[src/rtl/mem_port_arbiter.sv]
// Round-robin arbiter sharing one synchronous-read BRAM port between two requesters,
// with a bounded burst lock and per-requester read-valid strobes.
module mem_port_arbiter #(
  parameter int ADDR_WIDTH = 16,
  parameter int DATA_WIDTH = 32,
  parameter int MAX_BURST  = 88
) (
  input  logic                  clk,
  input  logic                  rst,
  input  logic                  a_req,
  input  logic                  b_req,
  input  logic                  a_we,
  input  logic                  b_we,
  input  logic                  a_lock,
  input  logic                  b_lock,
  input  logic [ADDR_WIDTH-1:0] a_addr,
  input  logic [ADDR_WIDTH-1:0] b_addr,
  input  logic [DATA_WIDTH-1:0] a_wdata,
  input  logic [DATA_WIDTH-1:0] b_wdata,
  output logic                  a_gnt,
  output logic                  b_gnt,
  output logic                  a_rvalid,
  output logic                  b_rvalid,
  output logic [DATA_WIDTH-1:0] a_rdata,
  output logic [DATA_WIDTH-1:0] b_rdata,
  output logic                  mem_en,
  output logic                  mem_we,
  output logic [ADDR_WIDTH-1:0] mem_addr,
  output logic [DATA_WIDTH-1:0] mem_di,
  input  logic [DATA_WIDTH-1:0] mem_do
);

  localparam int CNT_W = $clog2(MAX_BURST + 1);
  localparam logic [CNT_W-1:0] CNT_MAX = CNT_W'(MAX_BURST);
  localparam logic SEL_A = 1'b0;
  localparam logic SEL_B = 1'b1;

  logic             last_q, last_d;
  logic             owner_locked_q, owner_locked_d;
  logic [CNT_W-1:0] burst_cnt_q, burst_cnt_d;
  logic             a_rvalid_q, a_rvalid_d;
  logic             b_rvalid_q, b_rvalid_d;
  logic             gnt_any;
  logic             hold_owner;

  // Under contention the owner keeps the port only while locked and below the burst cap.
  assign hold_owner = owner_locked_q && (burst_cnt_q < CNT_MAX);

  always_comb begin
    a_gnt = 1'b0;
    b_gnt = 1'b0;
    if (rst) begin
      if (a_req && b_req) begin
        if (hold_owner) begin
          a_gnt = (last_q == SEL_A);
          b_gnt = (last_q == SEL_B);
        end else begin
          a_gnt = (last_q == SEL_B);
          b_gnt = (last_q == SEL_A);
        end
      end else begin
        a_gnt = a_req;
        b_gnt = b_req;
      end
    end
  end

  assign gnt_any = a_gnt | b_gnt;

  always_comb begin
    mem_en   = gnt_any;
    mem_we   = 1'b0;
    mem_addr = '0;
    mem_di   = '0;
    if (a_gnt) begin
      mem_we   = a_we;
      mem_addr = a_addr;
      mem_di   = a_wdata;
    end else if (b_gnt) begin
      mem_we   = b_we;
      mem_addr = b_addr;
      mem_di   = b_wdata;
    end
  end

  always_comb begin
    last_d         = last_q;
    owner_locked_d = 1'b0;
    burst_cnt_d    = '0;
    if (gnt_any) begin
      last_d         = b_gnt ? SEL_B : SEL_A;
      owner_locked_d = b_gnt ? b_lock : a_lock;
      if ((last_d != last_q) || !owner_locked_q) begin
        burst_cnt_d = CNT_W'(1);
      end else if (burst_cnt_q < CNT_MAX) begin
        burst_cnt_d = burst_cnt_q + 1'b1;
      end else begin
        burst_cnt_d = burst_cnt_q;
      end
    end
    a_rvalid_d = a_gnt & ~a_we;
    b_rvalid_d = b_gnt & ~b_we;
  end

  always_ff @(posedge clk) begin
    if (!rst) begin
      last_q         <= SEL_B;
      owner_locked_q <= 1'b0;
      burst_cnt_q    <= '0;
      a_rvalid_q     <= 1'b0;
      b_rvalid_q     <= 1'b0;
    end else begin
      last_q         <= last_d;
      owner_locked_q <= owner_locked_d;
      burst_cnt_q    <= burst_cnt_d;
      a_rvalid_q     <= a_rvalid_d;
      b_rvalid_q     <= b_rvalid_d;
    end
  end

  // A read in flight when reset arrives must not surface as a valid strobe.
  assign a_rvalid = a_rvalid_q & rst;
  assign b_rvalid = b_rvalid_q & rst;
  assign a_rdata  = mem_do;
  assign b_rdata  = mem_do;

endmodule

[config.mk]
export PLATFORM = sky130hd
export DESIGN_NAME = mem_port_arbiter
export DESIGN_NICKNAME = d
export VERILOG_FILES = /design/src/rtl/mem_port_arbiter.sv
export SDC_FILE = /design/constraint.sdc
export NUM_CORES = 1
export LEC_CHECK = 0
export CORE_AREA = 2 2 98 100
export DETAILED_ROUTE_END_ITERATION = 6
export DIE_AREA = 0 0 100 102
export DONT_BUFFER_PORTS = 1
export PLACE_DENSITY_LB_ADDON = 0.1
export SETUP_SLACK_MARGIN = 0.3
export SKIP_LAST_GASP = 1
export SYNTH_ARGS = -nofsm -noshare
export SYNTH_HDL_FRONTEND = slang
export SYNTH_SLANG_ARGS = --single-unit
[constraint.sdc]
create_clock -name clk -period 2.3 [get_ports clk]
set_input_delay 0.46 -clock clk [delete_from_list [all_inputs] [get_ports clk]]
set_output_delay 0.46 -clock clk [all_outputs]
set_load 0.02 [all_outputs]
# Yosys cells after proc, flatten, opt, wreduce, memory -nomap -nowiden
# Cells that the tools add are included.
# word_totals
register_bits	11
elab_cells	42
# op_classes
bitwise	10
eq_ne	1
addsub	1
n_reduce_logical	7
n_mux	16
order_cmp	1
# ops
cell	n
32-bit 2-to-1 mux	2
16-bit 2-to-1 mux	2
1-bit 2-to-1 mux	12
7-bit by 1-bit adder with 7-bit output (second input constant)	1
7-bit less-than comparator (second input constant)	1
1-bit NOT	5
1-bit bitwise AND	4
3-bit OR reduction	1
1-bit logical AND	2
2-bit AND reduction	1
2-bit nonzero test	1
1-bit zero test	1
1-bit logical OR	1
1-bit inequality test	1
1-bit OR	1

# Depth between registers and ports, before layout
# logic_depth
word_depth	9
ltp_mapped	6
mapped_depth_nobuf	5

# Worst setup path before layout
# Ideal clock, no wire load.
# synth_path
path_kind	in2out
startpoint	in a_req
endpoint	out mem_addr[10]
path_stages	6
t_arrival_ns	1.644
path_slack_ns	0.196
cell_sequence	buf_2 nand2b_1 a211oi_4 a211oi_4 buf_6 a22o_1
# synth_via
elab_chain_cells	5
word_cells_on_any_way	7
# synth_lines
element	line_no	text
start: declaration	10	input logic a_req,
1-bit logical AND	53	if (a_req && b_req) begin
1-bit 2-to-1 mux	53	
1-bit 2-to-1 mux	52	if (rst) begin
net b_gnt	21	output logic b_gnt,
16-bit 2-to-1 mux	79	end else if (b_gnt) begin
16-bit 2-to-1 mux	75	if (a_gnt) begin
end: declaration	28	output logic [ADDR_WIDTH-1:0] mem_addr,
# The timed path passes the listed nets, and every way through them passes these cells.

# Worst setup path after layout
# layout_path
startpoint	reg burst_cnt_q[3]
endpoint	out mem_addr[5]
# layout_via
elab_chain_cells	7
word_cells_on_any_way	10
# layout_lines
element	line_no	text
start: declaration	40	logic [CNT_W-1:0] burst_cnt_q, burst_cnt_d;
start signal: assignment	115	burst_cnt_q <= burst_cnt_d;
7-bit less-than comparator *	47	assign hold_owner = owner_locked_q && (burst_cnt_q < CNT_MAX);
1-bit logical AND *	47	
1-bit 2-to-1 mux	54	if (hold_owner) begin
1-bit 2-to-1 mux	53	
1-bit 2-to-1 mux	52	
16-bit 2-to-1 mux	79	
16-bit 2-to-1 mux *	75	
# Mark *: on every way between the ends. The rest lies on a longest branch, timed or not.

==> results <==
cells in the final DEF, fill, tap and decap left out, drive strengths merged:
| cell | netlist | layout |
|---|---|---|
| a22o | 50 | 50 |
| dfxtp | 11 | 11 |
| nor2 | 10 | 10 |
| buf | 78 | 10 |
| nand2 | 6 | 6 |
| clkbuf | 0 | 6 |
| nand3 | 5 | 5 |
| a21oi | 5 | 5 |
| inv | 4 | 4 |
| o21ai | 4 | 4 |
| xnor2 | 3 | 3 |
| a211oi | 3 | 3 |
| and2 | 2 | 2 |
| nor3 | 2 | 2 |
| a31oi | 2 | 2 |
| nand2b | 2 | 2 |
| mux2i | 2 | 2 |
| a21o | 1 | 1 |
| nand3b | 1 | 1 |
| or3b | 1 | 1 |
| nand4b | 1 | 1 |
| nand4 | 1 | 1 |
| o21a | 1 | 1 |
| nor2b | 1 | 1 |
| or3 | 1 | 1 |
| o32ai | 1 | 1 |
| o22ai | 1 | 1 |
| and2b | 1 | 1 |
| o211ai | 1 | 1 |
| xor2 | 1 | 1 |
| ha | 1 | 1 |
sequential cells by signal, summed over array words and instances (netlist names):
signal and count:
b_rvalid_q 1, last_q 1, owner_locked_q 1, burst_cnt_q 7, a_rvalid_q 1
kinds of logic after synthesis:
kind of cell	share of synthesized area
DFF	0.133
xor gates and xnor gates	0.0212
adders and majority gates	0.00756
buffers and inverters	0.364
AOI/OAI and AO/OA	0.357
muxes	0.0121
and+or+nand+nor	0.105
per-stage QoR:
step	power, mW	hold WS, ns	cell area [µm²]	utilization	setup WS [ns]
after floorplan	0.653	0.490	1870	-	0.246
after global placement	0.519	0.528	1470	0.161	0.155
after detailed placement	0.523	0.540	1470	0.161	0.110
after CTS	0.762	0.285	1700	0.187	0.0744
after global routing	0.813	0.280	1810	0.198	0.0361
final	0.775	0.289	1810	0.198	0.0908
final cells by class:
class | instances | area, µm² | area share
multi-input cells | 110 | 1180 | 0.652
flip-flops and latches | 11 | 235 | 0.130
repair buffers | 12 | 194 | 0.107
well taps | 111 | 139 | 0.0769
clock buffers | 4 | 45.0 | 0.0249
inverters | 4 | 15.0 | 0.00831
worst max-delay path, delay by kind of cell (launching register included):
kind                   cells  cell delay (ns)
flip-flops                 1             0.36
AO/OA/AOI/OAI              4             0.84
buffers and inverters      2             0.30
path summary, 6_finish.rpt:
kind | start | to | slack (ns) | cells after the start
worst max register to register | burst_cnt_q[3] | owner_locked_q | 0.57 | 7
worst max-delay path | burst_cnt_q[3] | mem_addr[5] | 0.09 | 6
worst min-delay path | rst | last_q | 0.29 | 1
worst min register to register | burst_cnt_q[1] | burst_cnt_q[1] | 0.55 | 2
report_power, final:
part           switching (mW)  internal, mW  total [mW]
sequential             0.0102         0.196       0.206
clock                  0.0781         0.122       0.200
combinational           0.208         0.161       0.369
total                   0.297         0.479       0.775
metal layers:
layer,GRT usage,share of wire
met1,0.126,0.37
met2,0.188,0.54
met3,0.0397,0.084
met4,0.0232,0.0061
met5,0,0
repair_timing:
action                                  CTS  global route
pin swaps                                26             3
resized for setup                        39             9
gates cloned                              2             2
hold endpoints to repair                  0             0
endpoints found under the setup margin   51            50
buffers inserted                          5             0
==> impl_metrics.py <==
metrics = {
    "floorplanning": {
        "die_h_um": 102,
        "rows": 35,
        "start_util": 0.182,
        "ios": 254,
        "die_x_um": 100,
        "fp.dieArea_um2": 10200,
        "core_region_area_um2": 9110,
    },
    "global_route": {
        "grt_antenna_before_repair": 0,
        "track_usage": 0.107,
        "grt_pass1_wl_mm": 8.11,
        "grt_max_degree": 47,
        "grt_pass1_vias": 1263,
        "overflow": 0,
    },
    "worst_setup_path": {
        "cp.arrival_ns": 1.75,
        "path_cells": "a21o_4, a211oi_4, a211oi_4, buf_6, buf_16, a22o_4",
        "endpoint_kind": "output port",
        "critPathKind": "register to output port",
        "max_stage_delay_ns": 0.36,
        "slowest_stage": "dfxtp_4",
        "start_kind": "register",
        "required_ns": 1.84,
        "critPathMaxFanout": 13,
        "cpMostUsedCell": "a211oi_4",
    },
    "sta": {
        "max_freq_mhz": 453,
        "setup_viol": 0,
        "report.final.slew_viol_count": 0,
        "slew_headroom": 0.653,
        "rsz0062_at_grt": "true",
        "clock_skew_ns": 0.00639,
        "fin_crit_ns": 2.21,
        "setup-tns-final_ns": 0,
        "finalCritPeriodShare": 0.961,
        "hold_viol": 0,
        "tightest_slew_ns": 0.518,
    },
    "layout": {
        "fillers": 979,
        "nets": 279,
        "area_delta_synth_final_pct": 9.15,
        "antenna-diode-count": 0,
        "layout.cells.non_filler": 252,
        "drive_above_1_share": 0.560,
    },
    "route": {
        "drtPass1Iterations": 4,
        "dr.first_iter.drc_count": 41,
        "drt_wl_total_mm": 6.52,
        "dr_total_vias": 1265,
        "via_per_inst": 5.02,
        "ant_nets": 0,
        "wl_per_cell_um": 25.9,
        "drcViolationCount": 0,
    },
    "place": {
        "hpwl_mm": 4.87,
        "portBuffers": 0,
        "dp.cells": 239,
        "gp_congestion": 0.713,
    },
    "yosys": {
        "netlist.area_leader.share": 0.290,
        "yosysWarnings": 0,
        "synthArstFlopShare": 0,
        "synth-main-ff-cell": "dfxtp_1",
        "synth.distinct_cells": 37,
        "syn_nets": 340,
        "netlist_instances": 203,
        "syn_area_um2": 1660,
        "yosysSeqAreaShare": 0.133,
        "synth_edf_count": 0,
        "ys_ff_latch": 11,
        "syn_avg_cell_area_um2": 8.15,
        "synth_most_common_cell": "buf_4",
        "yosys.area.top_type": "buf_4",
        "synthTopCellsByArea": "buf_4 (29%), a22o_1 (26%), dfxtp_1 (13%), buf_6 (4.1%), a211oi_4 (2.4%)",
        "synthTopCellsByCount": "buf_4 (64), a22o_1 (49), dfxtp_1 (11)",
    },
    "clock_tree": {
        "cts_max_level": 1,
        "clkLatencyLatePin_ns": 0.24,
        "postCtsHoldBufs": 0,
        "path_clk_slew_ns": 0.06,
        "cts_tree": "yes",
        "cts_root_buf": "clkbuf_8",
        "cts_buffer_depth": 2,
        "cts_num_sinks": 11,
        "cts_buffers": 3,
    },
    "power_and_ir_drop": {
        "vdd_drop_max_uv": 113,
        "total_leakage_power_nw": 0.706,
        "pwr_density_cell_nw_per_um2": 429,
    },
    "run_status": {
        "status": "completed",
    },
    "flow_run": {
        "drv_cap": 0,
    },
    "worst_hold_path": {
        "hp-class": "input port to register",
    },
}
Power figures use the tool's default switching activity.
